<file path="src/rtl/mem_port_arbiter.sv">
`default_nettype none
// ============================================================================
// Module   : mem_port_arbiter
// Purpose  : Shares one single-port synchronous word RAM between the core's
//            instruction-fetch port and its data (load/store) port. Accesses
//            are serialised through a small FSM with a fixed RAM read latency.
//            The data port has priority, and a starvation counter forces a
//            fetch grant after MAX_DWIN consecutive data grants while fetch
//            is waiting.
// Revision : 1.0 - initial release
// ----------------------------------------------------------------------------
// Parameters
//   ADDR_W    word-address width driven to the RAM (byte addr [ADDR_W+1:2])
//   LAT       RAM read latency, mem_en to valid mem_rdata_i (1..7)
//   MAX_DWIN  data grants allowed while fetch waits before fetch is forced
// Ports
//   clk, reset                 clock, synchronous active-high reset
//   if_req_i/if_addr_i         fetch request and byte address
//   if_rdata_o/if_ready_o      fetched word and one-cycle completion pulse
//   d_req_i/d_we_i             data request, 1 = store / 0 = load
//   d_addr_i/d_wdata_i         data byte address and store data
//   d_rdata_o/d_ready_o        load data and one-cycle completion pulse
//   mem_en_o/mem_we_o          RAM access strobe and write enable
//   mem_addr_o/mem_wdata_o     RAM word address and write data
//   mem_rdata_i                RAM read data, valid LAT cycles after mem_en_o
// ============================================================================
module mem_port_arbiter #(
  parameter int ADDR_W   = 16,
  parameter int LAT      = 2,
  parameter int MAX_DWIN = 4
) (
  input  logic              clk,
  input  logic              reset,
  input  logic              if_req_i,
  input  logic [31:0]       if_addr_i,
  output logic [31:0]       if_rdata_o,
  output logic              if_ready_o,
  input  logic              d_req_i,
  input  logic              d_we_i,
  input  logic [31:0]       d_addr_i,
  input  logic [31:0]       d_wdata_i,
  output logic [31:0]       d_rdata_o,
  output logic              d_ready_o,
  output logic              mem_en_o,
  output logic              mem_we_o,
  output logic [ADDR_W-1:0] mem_addr_o,
  output logic [31:0]       mem_wdata_o,
  input  logic [31:0]       mem_rdata_i
);

  localparam int              CNT_W        = (MAX_DWIN < 1) ? 1 : $clog2(MAX_DWIN + 1);
  localparam logic [CNT_W-1:0] MAX_DWIN_CNT = CNT_W'(MAX_DWIN);
  localparam logic [2:0]      LAT_CNT      = 3'(LAT);

  typedef enum logic [1:0] {
    IDLE   = 2'd0,
    WAIT_I = 2'd1,
    WAIT_D = 2'd2,
    DONE   = 2'd3
  } state_t;

  state_t             state_q, state_d;
  logic [2:0]         lat_cnt_q, lat_cnt_d;
  logic [CNT_W-1:0]   starve_q, starve_d;
  logic               gnt_data_q, gnt_data_d;   // 1: access in flight belongs to data port
  logic               store_q, store_d;         // in-flight data access is a store
  logic [31:0]        if_rdata_q, if_rdata_d;
  logic [31:0]        d_rdata_q, d_rdata_d;

  logic               w_starved;
  logic               w_grant_d;
  logic               w_grant_i;
  logic               w_unused_addr;

  // Only [ADDR_W+1:2] of each byte address reaches the RAM.
  assign w_unused_addr = ^{if_addr_i, d_addr_i};

  // Arbitration happens only in IDLE; a starved fetch pre-empts data.
  assign w_starved = (starve_q == MAX_DWIN_CNT) && if_req_i;
  assign w_grant_d = (state_q == IDLE) && d_req_i && !w_starved;
  assign w_grant_i = (state_q == IDLE) && if_req_i && !w_grant_d;

  always_ff @(posedge clk) begin
    if (reset) begin
      state_q    <= IDLE;
      lat_cnt_q  <= 3'd0;
      starve_q   <= '0;
      gnt_data_q <= 1'b0;
      store_q    <= 1'b0;
      if_rdata_q <= 32'd0;
      d_rdata_q  <= 32'd0;
    end else begin
      state_q    <= state_d;
      lat_cnt_q  <= lat_cnt_d;
      starve_q   <= starve_d;
      gnt_data_q <= gnt_data_d;
      store_q    <= store_d;
      if_rdata_q <= if_rdata_d;
      d_rdata_q  <= d_rdata_d;
    end
  end

  always_comb begin
    state_d     = state_q;
    lat_cnt_d   = lat_cnt_q;
    gnt_data_d  = gnt_data_q;
    store_d     = store_q;
    if_rdata_d  = if_rdata_q;
    d_rdata_d   = d_rdata_q;
    mem_en_o    = 1'b0;
    mem_we_o    = 1'b0;
    mem_addr_o  = '0;
    mem_wdata_o = 32'd0;

    case (state_q)
      IDLE: begin
        if (w_grant_d || w_grant_i) begin
          mem_en_o    = 1'b1;
          mem_we_o    = w_grant_d && d_we_i;
          mem_addr_o  = w_grant_d ? d_addr_i[ADDR_W+1:2] : if_addr_i[ADDR_W+1:2];
          mem_wdata_o = d_wdata_i;
          lat_cnt_d   = LAT_CNT;
          gnt_data_d  = w_grant_d;
          store_d     = w_grant_d && d_we_i;
          state_d     = w_grant_d ? WAIT_D : WAIT_I;
        end
      end
      WAIT_I, WAIT_D: begin
        lat_cnt_d = lat_cnt_q - 3'd1;
        // lat_cnt == 1 marks the cycle in which mem_rdata_i is valid.
        if (lat_cnt_q == 3'd1) begin
          state_d = DONE;
          if (state_q == WAIT_I) begin
            if_rdata_d = mem_rdata_i;
          end else if (!store_q) begin
            d_rdata_d = mem_rdata_i;
          end
        end
      end
      DONE: begin
        state_d = IDLE;
      end
      default: begin
        state_d = IDLE;
      end
    endcase
  end

  // Starvation counter: counts data grants that overtake a waiting fetch.
  always_comb begin
    starve_d = starve_q;
    if (!if_req_i || w_grant_i) begin
      starve_d = '0;
    end else if (w_grant_d && (starve_q != MAX_DWIN_CNT)) begin
      starve_d = starve_q + 1'b1;
    end
  end

  assign if_ready_o = (state_q == DONE) && !gnt_data_q;
  assign d_ready_o  = (state_q == DONE) &&  gnt_data_q;
  assign if_rdata_o = if_rdata_q;
  assign d_rdata_o  = d_rdata_q;

endmodule
`default_nettype wire
</file>
<file path="config.mk">
export PLATFORM = sky130hd
export DESIGN_NAME = mem_port_arbiter
export DESIGN_NICKNAME = d
export VERILOG_FILES = /design/src/rtl/mem_port_arbiter.sv
export SDC_FILE = /design/constraint.sdc
export NUM_CORES = 1
export LEC_CHECK = 0
export ABC_CLOCK_PERIOD_IN_PS = 3310
export BUFFER_PORTS_ARGS = -buffer_cell sky130_fd_sc_hd__buf_2
export CORE_MARGIN = 8
export CORE_UTILIZATION = 43
export DETAILED_ROUTE_END_ITERATION = 10
export PLACE_DENSITY = 0.93
export SYNTH_ARGS = -nofsm -noshare
export SYNTH_HDL_FRONTEND = slang
export SYNTH_SLANG_ARGS = --single-unit
</file>
<file path="constraint.sdc">
create_clock -name clk -period 3.31 [get_ports clk]
set_input_delay 0.1655 -clock clk [delete_from_list [all_inputs] [get_ports clk]]
set_output_delay 0.1655 -clock clk [all_outputs]
set_load 0.1 [all_outputs]
</file>
==> impl_metrics.yaml <==
pwr:
  power.density_mw_per_mm2: 920
  seq_power_share: 0.240
  power_frac_comb: 0.587
  p_sw_mw: 2.45
  power_frac_clock: 0.173
  p_leak_nw: 2.21
  ir_drop_mv: 0.875
  p_total_mw: 4.22
  p_int_mw: 1.77
  p_sw_frac: 0.581
clock_network:
  clk_path_buf_depth: 2
  cts_tree: "yes"
  cts_buffers: 9
  clock_tree.root_cell: "clkbuf_8"
  cts_resized: 0
  htreeDepth: 3
  clock_latency_ns: 0.34
  clkTransAtPathRegs_ns: 0.09
  clock-sinks: 74
  cts_setup_buffers: 0
  cts_hold_buf: 0
placement:
  portBuffers: 216
  dp.final_hpwl_um: 8450
  place_congestion: 0.847
route:
  drcViolationCount: 0
  drt-initial-drc-count: 194
  wl_um: 10800
  drt-vias-per-instance: 4.93
  ant_nets: 0
  drt-pass1-iter-count: 4
  wire_per_inst_um: 14.3
  routed-via-count: 3707
timing:
  timing.fmax_mhz: 372
  whs_ns: 0.0706
  skew_ns: 0.0108
  grt_setup_unrepaired: "no"
  fin_crit_sh: 0.812
  worst_pin_slew_ns: 1.18
  tns_ns: 0
  setup_viol: 0
  final_hold_viol_count: 0
  fin_crit_ns: 2.69
  maxSlewViolCount: 0
  max_slew_margin: 0.216
worst_setup_path:
  path_cells: "inv_1 -> ha_1 -> o21ai_4 -> inv_1 -> and2_1 -> buf_2"
  required_ns: 3.14
  worstSetupPathType: "reg -> out"
  startpoint_type: "flop"
  cp_max_fo: 34
  rrSetupSlack_ns: 0.89
  critPathBufInv: 3
  slowest_delay_ns: 0.52
  cpMostUsedCell: "inv_1"
  cp-end-kind: "output pin"
  cp_slowest_cell: "inv_1"
  arrival_ns: 2.52
  cp_top_family: "buffers and inverters"
logic_synthesis:
  synth-seq-cells: 74
  syn_area_per_cell_um2: 7.38
  synth_top_cell_by_area: "dfxtp_1"
  yosysWarnings: 0
  synth_top_area_share: 0.451
  yosys-top-cells-area: "dfxtp_1 (45%), nand2_1 (19%), a21oi_1 (13%), and2_1 (6.5%), ha_1 (3.0%)"
  syn_nets: 586
  seq_area_frac_synth: 0.451
  synth_cell_types: 26
  syn_inst: 445
  synth_area_mm2: 0.00328
grt:
  grt_max_degree: 50
  grt.total_usage: 0.198
  antenna_found_initial: 0
  grt_overflow: 0
  grt_pass1_vias: 3758
  grt_pass1_wl_um: 16700
final_layout:
  drive_above_1_share: 0.371
  fill_cells: 681
  multiInputGateArea_mm2: 0.00162
  regArea_mm2: 0.00148
  antenna_cells: 0
  area_growth_pct: 39.7
  fin_nets: 786
  final_core_util: 0.606
floorplanning:
  die-area_mm2: 0.0107
  coreArea_mm2: 0.00757
  start_util: 0.434
  rows: 32
  fp.dieW_um: 103
  die_h_um: 103
  ios: 249
status:
  status: "complete, no violations"
worst_hold_path:
  hold_class: "in -> reg"
run:
  maxCapViolCount: 0
-- worst min-delay path, delay by kind of cell --
kind | cells | cell delay, ns
buffers and inverters | 1 | 0.10
and+or+nand+nor | 1 | 0.05
AOI/OAI and AO/OA | 1 | 0.05
-- power by group through the flow --
stage                     sequential [mW]  clock, mW  combinational, mW
after detailed placement             1.03          0               2.48
after CTS                            1.01      0.750               2.49
after global placement               1.03          0               2.44
after floorplan                      1.33          0               1.81
after global routing                 1.02      0.796               2.60
final                                1.01      0.728               2.48
-- cell type report --
class,instances,area share
timing repair buffer,220,0.242
inverter,9,0.00737
sequential,74,0.323
multi-input combinational,331,0.353
tap,102,0.0278
clock buffer,11,0.0330
clock inverter,5,0.0134
-- logic make-up (layout without fill, tap and decap cells) --
family / Yosys count / count (layout) / synth area share
mux: 2 / 2 / 0.00610
buf+inv: 40 / 245 / 0.0583
simple gates: 226 / 226 / 0.301
fa+ha+maj: 8 / 8 / 0.0305
compound gates: 95 / 95 / 0.152
flops: 74 / 74 / 0.451
-- flip-flops by register name (all words and copies together), names as in the netlist --
name / cells
d_rdata_o: 32
gnt_data_q: 1
if_rdata_o: 32
lat_cnt_q: 3
starve_q: 3
state_q: 2
store_q: 1
-- per-layer routing --
metal | vias to the layer above | track usage | part of all wire
met5 | - | 0 | 0
met4 | 0 | 0.0745 | 0.018
met3 | 18 | 0.0736 | 0.11
met2 | 179 | 0.370 | 0.51
met1 | 1687 | 0.193 | 0.36
li1 | 1823 | - | -
-- final timing paths --
path                            cells past startpoint                          to                        from
worst max-delay path                                6             mem_wdata_o[15]     state_q[1]$_SDFFE_PP0P_
worst min-delay path                                3  d_rdata_o[28]$_SDFFE_PP0P_             mem_rdata_i[28]
worst max register to register                      6   d_rdata_o[2]$_SDFFE_PP0P_     state_q[0]$_SDFFE_PP0P_
worst min register to register                      2  d_rdata_o[17]$_SDFFE_PP0P_  d_rdata_o[17]$_SDFFE_PP0P_
-- Yosys cell counts --
cell type and number:
nand2_1 166, a21oi_1 87, dfxtp_1 74, and2_1 34, buf_2 15, clkbuf_1 13, inv_1 9, nor2_1 9
ha_1 8, nor3b_1 4, buf_6 3, nor2b_1 3, a211oi_1 2, a22oi_1 2, mux2i_1 2, nand2b_1 2
nand3_1 2, o21ai_0 2, a41oi_1 1, nand3b_2 1, nand4_1 1, nand4b_1 1, nor3_2 1, o21ai_4 1
or2_2 1, or3_1 1
-- per-stage QoR --
stage               instances  cell area, um^2  setup WS [ns]
finish                    752             4590          0.623
global route              752             4590          0.374
CTS                       752             4590          0.588
detailed placement        736             4370          0.833
global placement          736             4370           1.04
floorplan                 445             3280          0.374
-- placed cells by master (no fill, tap or decap), drive strengths merged --
| cell | count |
|---|---|
| a21oi | 87 |
| nor3b | 4 |
| o21ai | 3 |
| nand2b | 2 |
| a41oi | 1 |
| nand3 | 2 |
| or2 | 1 |
| inv | 10 |
| or3 | 1 |
| nand2 | 166 |
| buf | 220 |
| clkinvlp | 3 |
| and2 | 34 |
| bufinv | 1 |
| a211oi | 2 |
| mux2i | 2 |
| nand4b | 1 |
| nand3b | 1 |
| clkbuf | 11 |
| dfxtp | 74 |
| nand4 | 1 |
| a22oi | 2 |
| ha | 8 |
| nor2 | 9 |
| nor3 | 1 |
| nor2b | 3 |
No activity file was read; power rests on OpenSTA's default activity.
